===== src/rtl/apir_simd_alu_pipe.sv =====
// Two-stage pipelined SIMD ALU with 1/2/4 carry-isolated lanes and valid/ready handshake.
// Optional accumulate mode is enabled by defining APIR_SIMD_ACCUM_EN.
module apir_simd_alu_pipe #(
  parameter int Width = 16
) (
  input  logic             clk,
  input  logic             rst,
  input  logic             in_valid,
  output logic             in_ready,
  input  logic [Width-1:0] W,
  input  logic [Width-1:0] X,
  input  logic [Width-1:0] Y,
  input  logic [Width-1:0] Z,
  input  logic [1:0]       op,
  input  logic [1:0]       simd_mode,
  input  logic             Z_controller,
  input  logic             W_X_Y_controller,
  input  logic             S_controller,
  input  logic [3:0]       cin_a,
  input  logic [3:0]       cin_b,
`ifdef APIR_SIMD_ACCUM_EN
  input  logic             accum,
`endif
  output logic             out_valid,
  input  logic             out_ready,
  output logic [Width-1:0] S,
  output logic [7:0]       lane_cout
);

  localparam int Q = Width / 4;
  localparam int H = 2 * Q;

  localparam logic [1:0] OP_SUM  = 2'b00;
  localparam logic [1:0] OP_XOR3 = 2'b01;
  localparam logic [1:0] OP_AND  = 2'b10;
  localparam logic [1:0] MODE_2L = 2'b01;
  localparam logic [1:0] MODE_4L = 2'b10;

  // Handshake
  logic w_adv1, w_adv2, w_accept;
  logic r_v1, r_v2;

  assign w_adv2   = !r_v2 | out_ready;
  assign w_adv1   = !r_v1 | w_adv2;
  assign w_accept = in_valid & w_adv1;
  assign in_ready = w_adv1;
  assign out_valid = r_v2;

  // Stage 1 combinational: every lane split is evaluated, mode picks one
  logic [Width+1:0] w_t_full;
  logic [H+1:0]     w_t_half [2];
  logic [Q+1:0]     w_t_quar [4];
  logic [Width-1:0] w_sum1;
  logic [7:0]       w_c1;
  logic [Width-1:0] w_zb;

  assign w_t_full = {2'b00, W} + {2'b00, X} + {2'b00, Y} + {{(Width+1){1'b0}}, cin_a[0]};

  genvar gi;
  generate
    for (gi = 0; gi < 2; gi++) begin : g_s1_half
      assign w_t_half[gi] = {2'b00, W[gi*H +: H]} + {2'b00, X[gi*H +: H]}
                          + {2'b00, Y[gi*H +: H]} + {{(H+1){1'b0}}, cin_a[gi]};
    end
    for (gi = 0; gi < 4; gi++) begin : g_s1_quar
      assign w_t_quar[gi] = {2'b00, W[gi*Q +: Q]} + {2'b00, X[gi*Q +: Q]}
                          + {2'b00, Y[gi*Q +: Q]} + {{(Q+1){1'b0}}, cin_a[gi]};
    end
  endgenerate

  always_comb begin
    w_sum1 = w_t_full[Width-1:0];
    w_c1   = {6'b000000, w_t_full[Width+1:Width]};
    case (simd_mode)
      MODE_2L: begin
        w_sum1 = {w_t_half[1][H-1:0], w_t_half[0][H-1:0]};
        w_c1   = {4'b0000, w_t_half[1][H+1:H], w_t_half[0][H+1:H]};
      end
      MODE_4L: begin
        w_sum1 = {w_t_quar[3][Q-1:0], w_t_quar[2][Q-1:0],
                  w_t_quar[1][Q-1:0], w_t_quar[0][Q-1:0]};
        w_c1   = {w_t_quar[3][Q+1:Q], w_t_quar[2][Q+1:Q],
                  w_t_quar[1][Q+1:Q], w_t_quar[0][Q+1:Q]};
      end
      default: ;
    endcase
  end

  assign w_zb = Z ^ {Width{Z_controller}};

  // Stage 1 registers
  logic [Width-1:0] r_sum1, r_zb, r_and, r_or, r_xor;
  logic [7:0]       r_c1;
  logic [1:0]       r_op, r_mode;
  logic             r_sc;
  logic [3:0]       r_cin_b;
`ifdef APIR_SIMD_ACCUM_EN
  logic             r_accum;
`endif

  always_ff @(posedge clk or posedge rst) begin
    if (rst) begin
      r_v1    <= 1'b0;
      r_sum1  <= '0;
      r_zb    <= '0;
      r_and   <= '0;
      r_or    <= '0;
      r_xor   <= '0;
      r_c1    <= '0;
      r_op    <= '0;
      r_mode  <= '0;
      r_sc    <= 1'b0;
      r_cin_b <= '0;
`ifdef APIR_SIMD_ACCUM_EN
      r_accum <= 1'b0;
`endif
    end else begin
      if (w_adv1) begin
        r_v1 <= in_valid;
      end
      if (w_accept) begin
        r_sum1  <= w_sum1 ^ {Width{W_X_Y_controller}};
        r_zb    <= w_zb;
        r_and   <= X & w_zb;
        r_or    <= X | w_zb;
        r_xor   <= X ^ w_zb ^ Y;
        r_c1    <= w_c1;
        r_op    <= op;
        r_mode  <= simd_mode;
        r_sc    <= S_controller;
        r_cin_b <= cin_b;
`ifdef APIR_SIMD_ACCUM_EN
        r_accum <= accum;
`endif
      end
    end
  end

  // Stage 2 combinational
  logic [Width-1:0] w_addend;
  logic [Width:0]   w_u_full;
  logic [H:0]       w_u_half [2];
  logic [Q:0]       w_u_quar [4];
  logic [Width-1:0] w_sum2;
  logic [3:0]       w_c2;
  logic [7:0]       w_cout;
  logic [Width-1:0] w_res;

`ifdef APIR_SIMD_ACCUM_EN
  // Shadow of the last pre-inversion result; feeds back so accumulate beats chain
  logic [Width-1:0] r_raw;
  assign w_addend = r_accum ? r_raw : r_zb;
`else
  assign w_addend = r_zb;
`endif

  assign w_u_full = {1'b0, r_sum1} + {1'b0, w_addend} + {{Width{1'b0}}, r_cin_b[0]};

  generate
    for (gi = 0; gi < 2; gi++) begin : g_s2_half
      assign w_u_half[gi] = {1'b0, r_sum1[gi*H +: H]} + {1'b0, w_addend[gi*H +: H]}
                          + {{H{1'b0}}, r_cin_b[gi]};
    end
    for (gi = 0; gi < 4; gi++) begin : g_s2_quar
      assign w_u_quar[gi] = {1'b0, r_sum1[gi*Q +: Q]} + {1'b0, w_addend[gi*Q +: Q]}
                          + {{Q{1'b0}}, r_cin_b[gi]};
    end
  endgenerate

  always_comb begin
    w_sum2 = w_u_full[Width-1:0];
    w_c2   = {3'b000, w_u_full[Width]};
    case (r_mode)
      MODE_2L: begin
        w_sum2 = {w_u_half[1][H-1:0], w_u_half[0][H-1:0]};
        w_c2   = {2'b00, w_u_half[1][H], w_u_half[0][H]};
      end
      MODE_4L: begin
        w_sum2 = {w_u_quar[3][Q-1:0], w_u_quar[2][Q-1:0],
                  w_u_quar[1][Q-1:0], w_u_quar[0][Q-1:0]};
        w_c2   = {w_u_quar[3][Q], w_u_quar[2][Q], w_u_quar[1][Q], w_u_quar[0][Q]};
      end
      default: ;
    endcase
  end

  // Inactive lanes carry zero c1 and c2, so their count is zero
  generate
    for (gi = 0; gi < 4; gi++) begin : g_cout
      assign w_cout[2*gi +: 2] = r_c1[2*gi +: 2] + {1'b0, w_c2[gi]};
    end
  endgenerate

  always_comb begin
    case (r_op)
      OP_SUM:  w_res = w_sum2;
      OP_XOR3: w_res = r_xor;
      OP_AND:  w_res = r_and;
      default: w_res = r_or;
    endcase
  end

  // Stage 2 registers: data only moves when a valid beat advances
  logic [Width-1:0] r_s;
  logic [7:0]       r_lane_cout;

  always_ff @(posedge clk or posedge rst) begin
    if (rst) begin
      r_v2        <= 1'b0;
      r_s         <= '0;
      r_lane_cout <= '0;
`ifdef APIR_SIMD_ACCUM_EN
      r_raw       <= '0;
`endif
    end else begin
      if (w_adv2) begin
        r_v2 <= r_v1;
      end
      if (w_adv2 && r_v1) begin
        r_s         <= w_res ^ {Width{r_sc}};
        r_lane_cout <= w_cout;
`ifdef APIR_SIMD_ACCUM_EN
        r_raw       <= w_res;
`endif
      end
    end
  end

  assign S         = r_s;
  assign lane_cout = r_lane_cout;

endmodule


===== config.mk =====
export PLATFORM = sky130hd
export DESIGN_NAME = apir_simd_alu_pipe
export DESIGN_NICKNAME = d
export VERILOG_FILES = /design/src/rtl/apir_simd_alu_pipe.sv
export SDC_FILE = /design/constraint.sdc
export NUM_CORES = 1
export LEC_CHECK = 0
export ABC_CLOCK_PERIOD_IN_PS = 4550
export CORE_UTILIZATION = 50
export CTS_BUF_LIST = sky130_fd_sc_hd__clkbuf_16
export CTS_CLUSTER_DIAMETER = 100
export DETAILED_ROUTE_END_ITERATION = 6
export PLACE_DENSITY = 0.8
export SLEW_MARGIN = 20
export SYNTH_ARGS = -nofsm -noshare
export SYNTH_HDL_FRONTEND = slang
export SYNTH_SLANG_ARGS = --single-unit
export TNS_END_PERCENT = 100

===== constraint.sdc =====
create_clock -name clk -period 4.55 [get_ports clk]
set_input_delay 0.91 -clock clk [delete_from_list [all_inputs] [get_ports clk]]
set_output_delay 0.91 -clock clk [all_outputs]
set_load 0.02 [all_outputs]

Word level (Yosys, flattened, before mapping)
Cells that the tools add are included.
{"block": "totals", "reg_bits": 123, "input_bits": 83, "output_inout_bits": 26, "word_cells": 78}
{"block": "op_classes", "addsub": 39, "n_eq_ne": 6, "n_mux": 5, "n_bitwise": 10, "reduce_logical": 4}
{"cell": "$xor A16 B16 Y16", "n": 5}
{"cell": "$pmux W16 S2", "n": 2}
{"cell": "$pmux W16 S3", "n": 1}
{"cell": "$add A4 B4 Y5", "n": 8}
{"cell": "$add A8 B8 Y9", "n": 4}
{"cell": "$add A16 B16 Y17", "n": 2}
{"cell": "$add A5 B4 Y6", "n": 4}
{"cell": "$add A6 B1 Y6", "n": 4}
{"cell": "$add A10 B1 Y10", "n": 2}
{"cell": "$add A5 B1 Y5", "n": 4}
{"cell": "$add A9 B8 Y10", "n": 2}
{"cell": "$add A17 B16 Y18", "n": 1}
{"cell": "$add A18 B1 Y18", "n": 1}
{"cell": "$add A9 B1 Y9", "n": 2}
{"cell": "$add A17 B1 Y17", "n": 1}
{"cell": "$and A16 B16 Y16", "n": 1}
{"cell": "$or A16 B16 Y16", "n": 1}
{"cell": "$pmux W8 S2", "n": 1}
{"cell": "$add A2 B1 Y2", "n": 4}
{"cell": "$pmux W4 S2", "n": 1}
{"cell": "$eq A2 B1 Y1 const B", "n": 3}
{"cell": "$eq A2 B2 Y1 const B", "n": 3}
{"cell": "$logic_not A1 Y1", "n": 2}
{"cell": "$logic_not A2 Y1", "n": 1}
{"cell": "other kinds (3)", "n": 4}

Longest topological paths before layout
Gate-level depths: netlist of run 1.
{"block": "depth", "depth_word": 5, "ltp_mapped": 12, "depth_no_buf": 12}

Worst setup path after synthesis of run 1
Ideal clock, no wire load.
{"block": "synth_timing", "kind": "input to register", "from": "input X[0]", "to": "register r_sum1[14]", "setup_ps": 136, "arrival_ps": 3523, "t_required_ps": 4414, "slack_ps": 891, "path_stages": 11, "n_path_buf": 0, "path_cell_list": "fa_1 > ha_1 > inv_1 > fa_1 > nor2b_1 > o2111a_1 > nor4_1 > o211a_1 > o2111a_1 > o21ai_0 > or3b_2"}
{"block": "synth_via", "elab_chain_cells": 5}
{"item": "start: declaration", "line_no": "11", "text": "input logic [Width-1:0] X,"}
{"item": "$add A16 B16 Y17", "line_no": "57", "text": "assign w_t_full = {2'b00, W} + {2'b00, X} + {2'b00, Y} + {{(Width+1){1'b0}}, cin_a[0]};"}
{"item": "$add A17 B16 Y18", "line_no": "57"}
{"item": "$add A18 B1 Y18", "line_no": "57"}
{"item": "$pmux W16 S2", "line_no": "74", "text": "case (simd_mode)"}
{"item": "$xor A16 B16 Y16", "line_no": "122", "text": "r_sum1 <= w_sum1 ^ {Width{W_X_Y_controller}};"}
{"item": "end signal: assignment", "line_no": "122"}
{"item": "end: declaration", "line_no": "92", "text": "logic [Width-1:0] r_sum1, r_zb, r_and, r_or, r_xor;"}
Every way passes these cells.
A chain may end at the register's enable or synchronous reset.

Final worst setup path of run 1
{"block": "layout_timing", "from": "input X[1]", "to": "register r_sum1[11]"}
The elaborated chain is that of the path after synthesis.

==> impl_metrics.csv, run 1 <==
group,metric,value,unit
die,die-area,20600,sq um
routing,vias,9037,
layout,final_cell_mix,"189 x nand2_1, 123 x dfrtp_1, 113 x o21ai_0",
timing,finalHoldViolations,0,
critical_path,cp-start-kind,"input pin",
pwr,leakage,5.47,nW
synthesis,synthFlopType,"dfrtp_1",
clocking,cts.sinks,123,
timing,period_minus_slack,4.01,ns
routing,via_per_inst,5.89,
timing,hold_slack,0.463,ns
timing,tightest_slew,0.760,ns
critical_path,worst-setup-path-type,"in2reg",
layout,utilization,0.611,
place,io_buffers,108,
synthesis,synth_nets,1364,
routing,remaining_drc_errors,0,
routing,drt_iter0_markers,706,
layout,final_common_cell,"nand2_1",
critical_path,cpLargestDelayFamily,"compound AO/OA/AOI/OAI gates",
synthesis,syn_inst,1167,
status,status,"finished, final reports clean",
clocking,cts-root-buf,"clkbuf_16",
timing,tns,0,ns
timing,max_freq,249,MHz
critical_path,slowest_stage,"fa_1",
timing,setup_violations,0,
place,placedInstanceArea,11400,sq um
synthesis,syn_avg_cell_area,8.60,sq um
global_routing,grt_max_degree,62,
layout,n_antenna_cell,0,
routing,firstDrtPassIters,5,
critical_path,worstPathArrival,4.32,ns
synthesis,yosysSeqAreaShare,0.307,
clocking,clkTransAtPathRegs,0.07,ns
die,rows,51,
timing,slew_viol_final,0,
die,fp.coreArea,19600,sq um
die,chipHeight,144,um
global_routing,track_usage,0.299,
synthesis,synth_seq_cells,123,
global_routing,grt_pass1_vias,8354,
pwr,power_density,459,nW/um^2
timing,fin_worst_skew,0.0116,ns
die,initial_core_util,0.512,
synthesis,synth_edf_count,0,
global_routing,overflow,0,
critical_path,crit_path_cell_trace,"clkdlybuf4s50_1, fa_1, ha_1, a211oi_1, o21ai_0, a211o_1, and3_1, nor3_1, mux2_2, a221o_1",
layout,nNetsFinal,1452,
layout,drive_above_1_share,0.0670,
clocking,cts_made_buffers,17,
routing,ant_nets,0,
timing,rsz0062_at_grt,"no",
flow_run,maxCapViolCount,0,
synthesis,syn_area,10000,sq um
routing,wirelength,29300,um
clocking,cts_resized,0,
critical_path,cp.buffers_inverters,1,
critical_path,critPathMaxFanout,6,
global_routing,antenna_found_initial,0,
clocking,cts_setup_buffers,0,
synthesis,synth_warnings,0,
pwr,ir_worst_vdd,225,uV
hold_path,holdCritPathClass,"reg2reg",
place,gp_congestion,0.974,
layout,design_area,12000,sq um
global_routing,grt_pass1_wl,46000,um
timing,max_slew_margin,0.494,
die,io_pins,109,
critical_path,required,4.86,ns
clocking,cts_max_level,4,
routing,wl_per_cell,19.1,um
critical_path,cp-end-kind,"register",
place,hpwl,22900,um
die,dieWidth,144,um
clocking,clkLatencyLatePin,0.43,ns
clocking,clk_path_buf_depth,2,
clocking,cts_hold_buf,0,
clocking,tritoncts,"yes",
layout,area_growth,19.3,%
timing,period_share,0.882,
critical_path,cpPeakStageDelay,0.54,ns
synthesis,async_flop_share,1.00,
synthesis,ys_types,73,
flip-flops by register name, summed over array words and instances (netlist names), 2 cells and up:
register,flops
r_c1,8
r_xor,16
r_op,2
S,16
r_mode,2
r_cin_b,4
r_zb,16
r_sum1,16
r_or,16
lane_cout,8
r_and,16
report_power, final:
part | switching (mW) | leakage (nW) | internal [mW]
clock network | 0.549 | 0.280 | 0.761
logic | 1.49 | 3.67 | 1.15
registers | 0.205 | 1.52 | 1.34
total | 2.25 | 5.47 | 3.25
worst paths after layout:
| path | cells past startpoint | slack (ns) | from | end |
|---|---|---|---|---|
| max | 10 | 0.54 | X[1] | r_sum1[11] |
| min | 2 | 0.46 | S[10] | S[10] |
| max reg2reg | 10 | 1.04 | r_sum1[0] | lane_cout[0] |
| min reg2reg | 2 | 0.46 | S[10] | S[10] |
| max in group asynchronous | 3 | 2.85 | rst | r_c1[5] |
| min in group asynchronous | 2 | 0.98 | rst | r_or[14] |
kinds of logic after synthesis:
kind of cell             Yosys count  share of synthesized area
AO/OA/AOI/OAI                    340                      0.222
XOR/XNOR                          77                     0.0672
adder cells (fa/ha/maj)          114                      0.168
buffers and inverters            145                     0.0554
flip-flops                       123                      0.307
multiplexers                      26                     0.0294
AND/OR/NAND/NOR                  342                      0.151
synth_stat cells, types with 4 or more instances:
library cell,instances,area share
a221o_1,6,0.0060
o21a_1,13,0.0097
a21o_1,26,0.019
o31a_1,6,0.0052
a31oi_1,5,0.0031
dfrtp_1,123,0.31
nor2b_1,11,0.0069
nor4_1,6,0.0037
mux2i_1,16,0.016
clkbuf_1,53,0.020
o221ai_1,8,0.0070
and3_1,6,0.0037
or2_2,5,0.0031
xor2_1,14,0.012
xnor2_1,63,0.055
nor2_1,54,0.020
nand2_1,190,0.071
nand2b_1,14,0.0087
mux2_2,8,0.0090
fa_1,35,0.070
buf_1,5,0.0019
a211o_1,8,0.0070
a22oi_1,4,0.0030
nor3_1,16,0.0080
a22o_1,7,0.0061
ha_1,79,0.099
or3_1,5,0.0031
a211oi_1,9,0.0067
o21ai_0,113,0.056
inv_1,82,0.031
o31ai_1,7,0.0052
o211ai_1,11,0.0082
a221oi_1,9,0.0079
nand3_1,14,0.0070
a21oi_1,61,0.030
and2_1,5,0.0031
o22ai_1,9,0.0056
through the flow:
step,setup WS [ns],cells,power [mW]
floorplan,0.369,1167,3.33
global placement,0.194,1501,4.10
detailed placement,0.128,1501,4.15
CTS,0.567,1533,5.47
global route,0.370,1533,5.85
finish,0.538,1533,5.50
layout make-up:
class | instances | area, sq um
inverters | 82 | 310
well taps | 265 | 332
flip-flops and latches | 123 | 3080
clock buffers | 17 | 425
clock inverters | 15 | 143
fillers | 1716 | 7620
repair buffers | 132 | 1270
multi-input cells | 899 | 6410
worst register-to-register path: stages, from the launching register on:
cell and delay (ns):
dfrtp_1 0.40, fa_1 0.50, fa_1 0.45, a211o_1 0.35, a2111o_1 0.42, a41o_2 0.33
nand3_1 0.09, a21o_1 0.12, a31oi_1 0.09, ha_1 0.37, mux2_2 0.27
routing by layer:
metal / track usage / wire length [um]
met2: 0.462 / 13400
met4: 0.101 / 733
met3: 0.0533 / 2000
met1: 0.421 / 13200
met5: 0 / 0
Note: power is estimated with default switching activity, not from simulation.
==> inputs of run 2 (changes only) <==
--- a/config.mk
+++ b/config.mk
@@ -7,9 +7,9 @@
 export LEC_CHECK = 0
 export ABC_CLOCK_PERIOD_IN_PS = 4550
 export CORE_UTILIZATION = 50
-export CTS_BUF_LIST = sky130_fd_sc_hd__clkbuf_16
 export CTS_CLUSTER_DIAMETER = 100
 export DETAILED_ROUTE_END_ITERATION = 6
+export MAX_ROUTING_LAYER = met4
 export PLACE_DENSITY = 0.8
 export SLEW_MARGIN = 20
 export SYNTH_ARGS = -nofsm -noshare
==> impl_metrics.csv, run 2 (same netlist as run 1, synthesis figures left out) <==
group,metric,value,unit
pwr,power_density,464,nW/um^2
routing,wirelength,29300,um
layout,drive_above_1_share,0.0670,
routing,remaining_drc_errors,0,
routing,firstDrtPassIters,6,
place,placedInstanceArea,11400,sq um
pwr,total_power,5.57,mW
timing,finalHoldViolations,0,
layout,design_area,12000,sq um
routing,drt_iter0_markers,699,
clocking,cts_resized,0,
routing,ant_nets,0,
place,dp_slack,0.0702,ns
timing,period_share,0.893,
critical_path,critPathMaxFanout,6,
global_routing,grt_max_degree,82,
timing,slew_viol_final,0,
global_routing,grt_pass1_vias,8580,
status,status,"finished, final reports clean",
clocking,clkLatencyLatePin,0.43,ns
routing,via_per_inst,5.83,
critical_path,cp-end-kind,"register",
place,hpwl,22800,um
critical_path,required,4.86,ns
timing,fin_worst_skew,0.00822,ns
clocking,cts.sinks,123,
routing,vias,8934,
die,fp.coreArea,19600,sq um
layout,final_common_cell,"nand2_1",
clocking,clk_path_buf_depth,2,
pwr,ir_worst_vdd,254,uV
clocking,tritoncts,"yes",
critical_path,cp-start-kind,"input pin",
timing,setup_ws,0.487,ns
flow_run,maxCapViolCount,0,
timing,tightest_slew,0.747,ns
critical_path,worstPathArrival,4.37,ns
layout,final_cell_mix,"189 x nand2_1, 123 x dfrtp_1, 113 x o21ai_0",
layout,area_growth,19.7,%
clocking,cts_setup_buffers,0,
clocking,cts-root-buf,"clkbuf_16",
global_routing,track_usage,0.308,
place,io_buffers,108,
clocking,clkTransAtPathRegs,0.06,ns
die,chipHeight,144,um
timing,tns,0,ns
die,dieWidth,144,um
timing,max_freq,246,MHz
timing,setup_violations,0,
critical_path,worst-setup-path-type,"in2reg",
die,die-area,20600,sq um
place,gp_congestion,0.957,
die,rows,51,
die,io_pins,109,
hold_path,holdCritPathClass,"reg2reg",
routing,wl_per_cell,19.1,um
timing,rsz0062_at_grt,"no",
layout,nNetsFinal,1452,
timing,max_slew_margin,0.500,
clocking,cts_hold_buf,0,
clocking,cts_made_buffers,17,
global_routing,antenna_found_initial,0,
layout,n_antenna_cell,0,
global_routing,grt_pass1_wl,46600,um
global_routing,overflow,0,
clocking,cts_max_level,4,
timing,period_minus_slack,4.06,ns
die,initial_core_util,0.512,
pwr,leakage,5.48,nW
[run 2: power breakdown]
group          internal [mW]  switching [mW]
clock network          0.816           0.547
registers               1.34           0.206
logic                   1.15            1.50
total                   3.31            2.26
[run 2: area by class of cell]
class                   count  area [sq um]
clock buffers              17           425
clock inverters            15           166
fillers                  1644          7580
inverters                  82           310
multi-input cells         899          6410
flip-flops and latches    123          3080
well taps                 265           332
repair buffers            132          1290
[run 2: final timing paths]
kind / startpoint / end / slack [ns] / depth (start not counted)
worst min-delay path: S[10] / S[10] / 0.47 / 2
min in group asynchronous: rst / r_xor[14] / 0.90 / 2
worst min register to register: S[10] / S[10] / 0.47 / 2
max in group asynchronous: rst / r_or[4] / 2.82 / 3
worst max-delay path: X[1] / r_sum1[11] / 0.49 / 10
worst max register to register: r_sum1[0] / lane_cout[0] / 1.03 / 10
[run 2: through the flow]
step,hold WS (ns),std cells,utilization
final,0.467,1533,0.613
after global routing,0.489,1533,0.613
after CTS,0.474,1533,0.613
after detailed placement,0.460,1501,0.583
after global placement,0.451,1501,0.583
after floorplan,0.440,1167,-
[run 2: layer usage]
layer | track usage | routed length (um) | vias to the layer above
met5 | - | 0 | -
met3 | 0.0460 | 1660 | 38
li1 | - | - | 4264
met2 | 0.477 | 13700 | 317
met4 | 0.0761 | 460 | 0
met1 | 0.424 | 13500 | 4315
[run 2: worst max-delay path, stage by stage]
cell	delay [ns]
clkdlybuf4s50_1	0.52
fa_1	0.56
ha_1	0.33
a211oi_1	0.40
o21ai_0	0.24
a211o_1	0.43
and3_1	0.20
nor3_1	0.18
mux2_2	0.35
a221o_1	0.26
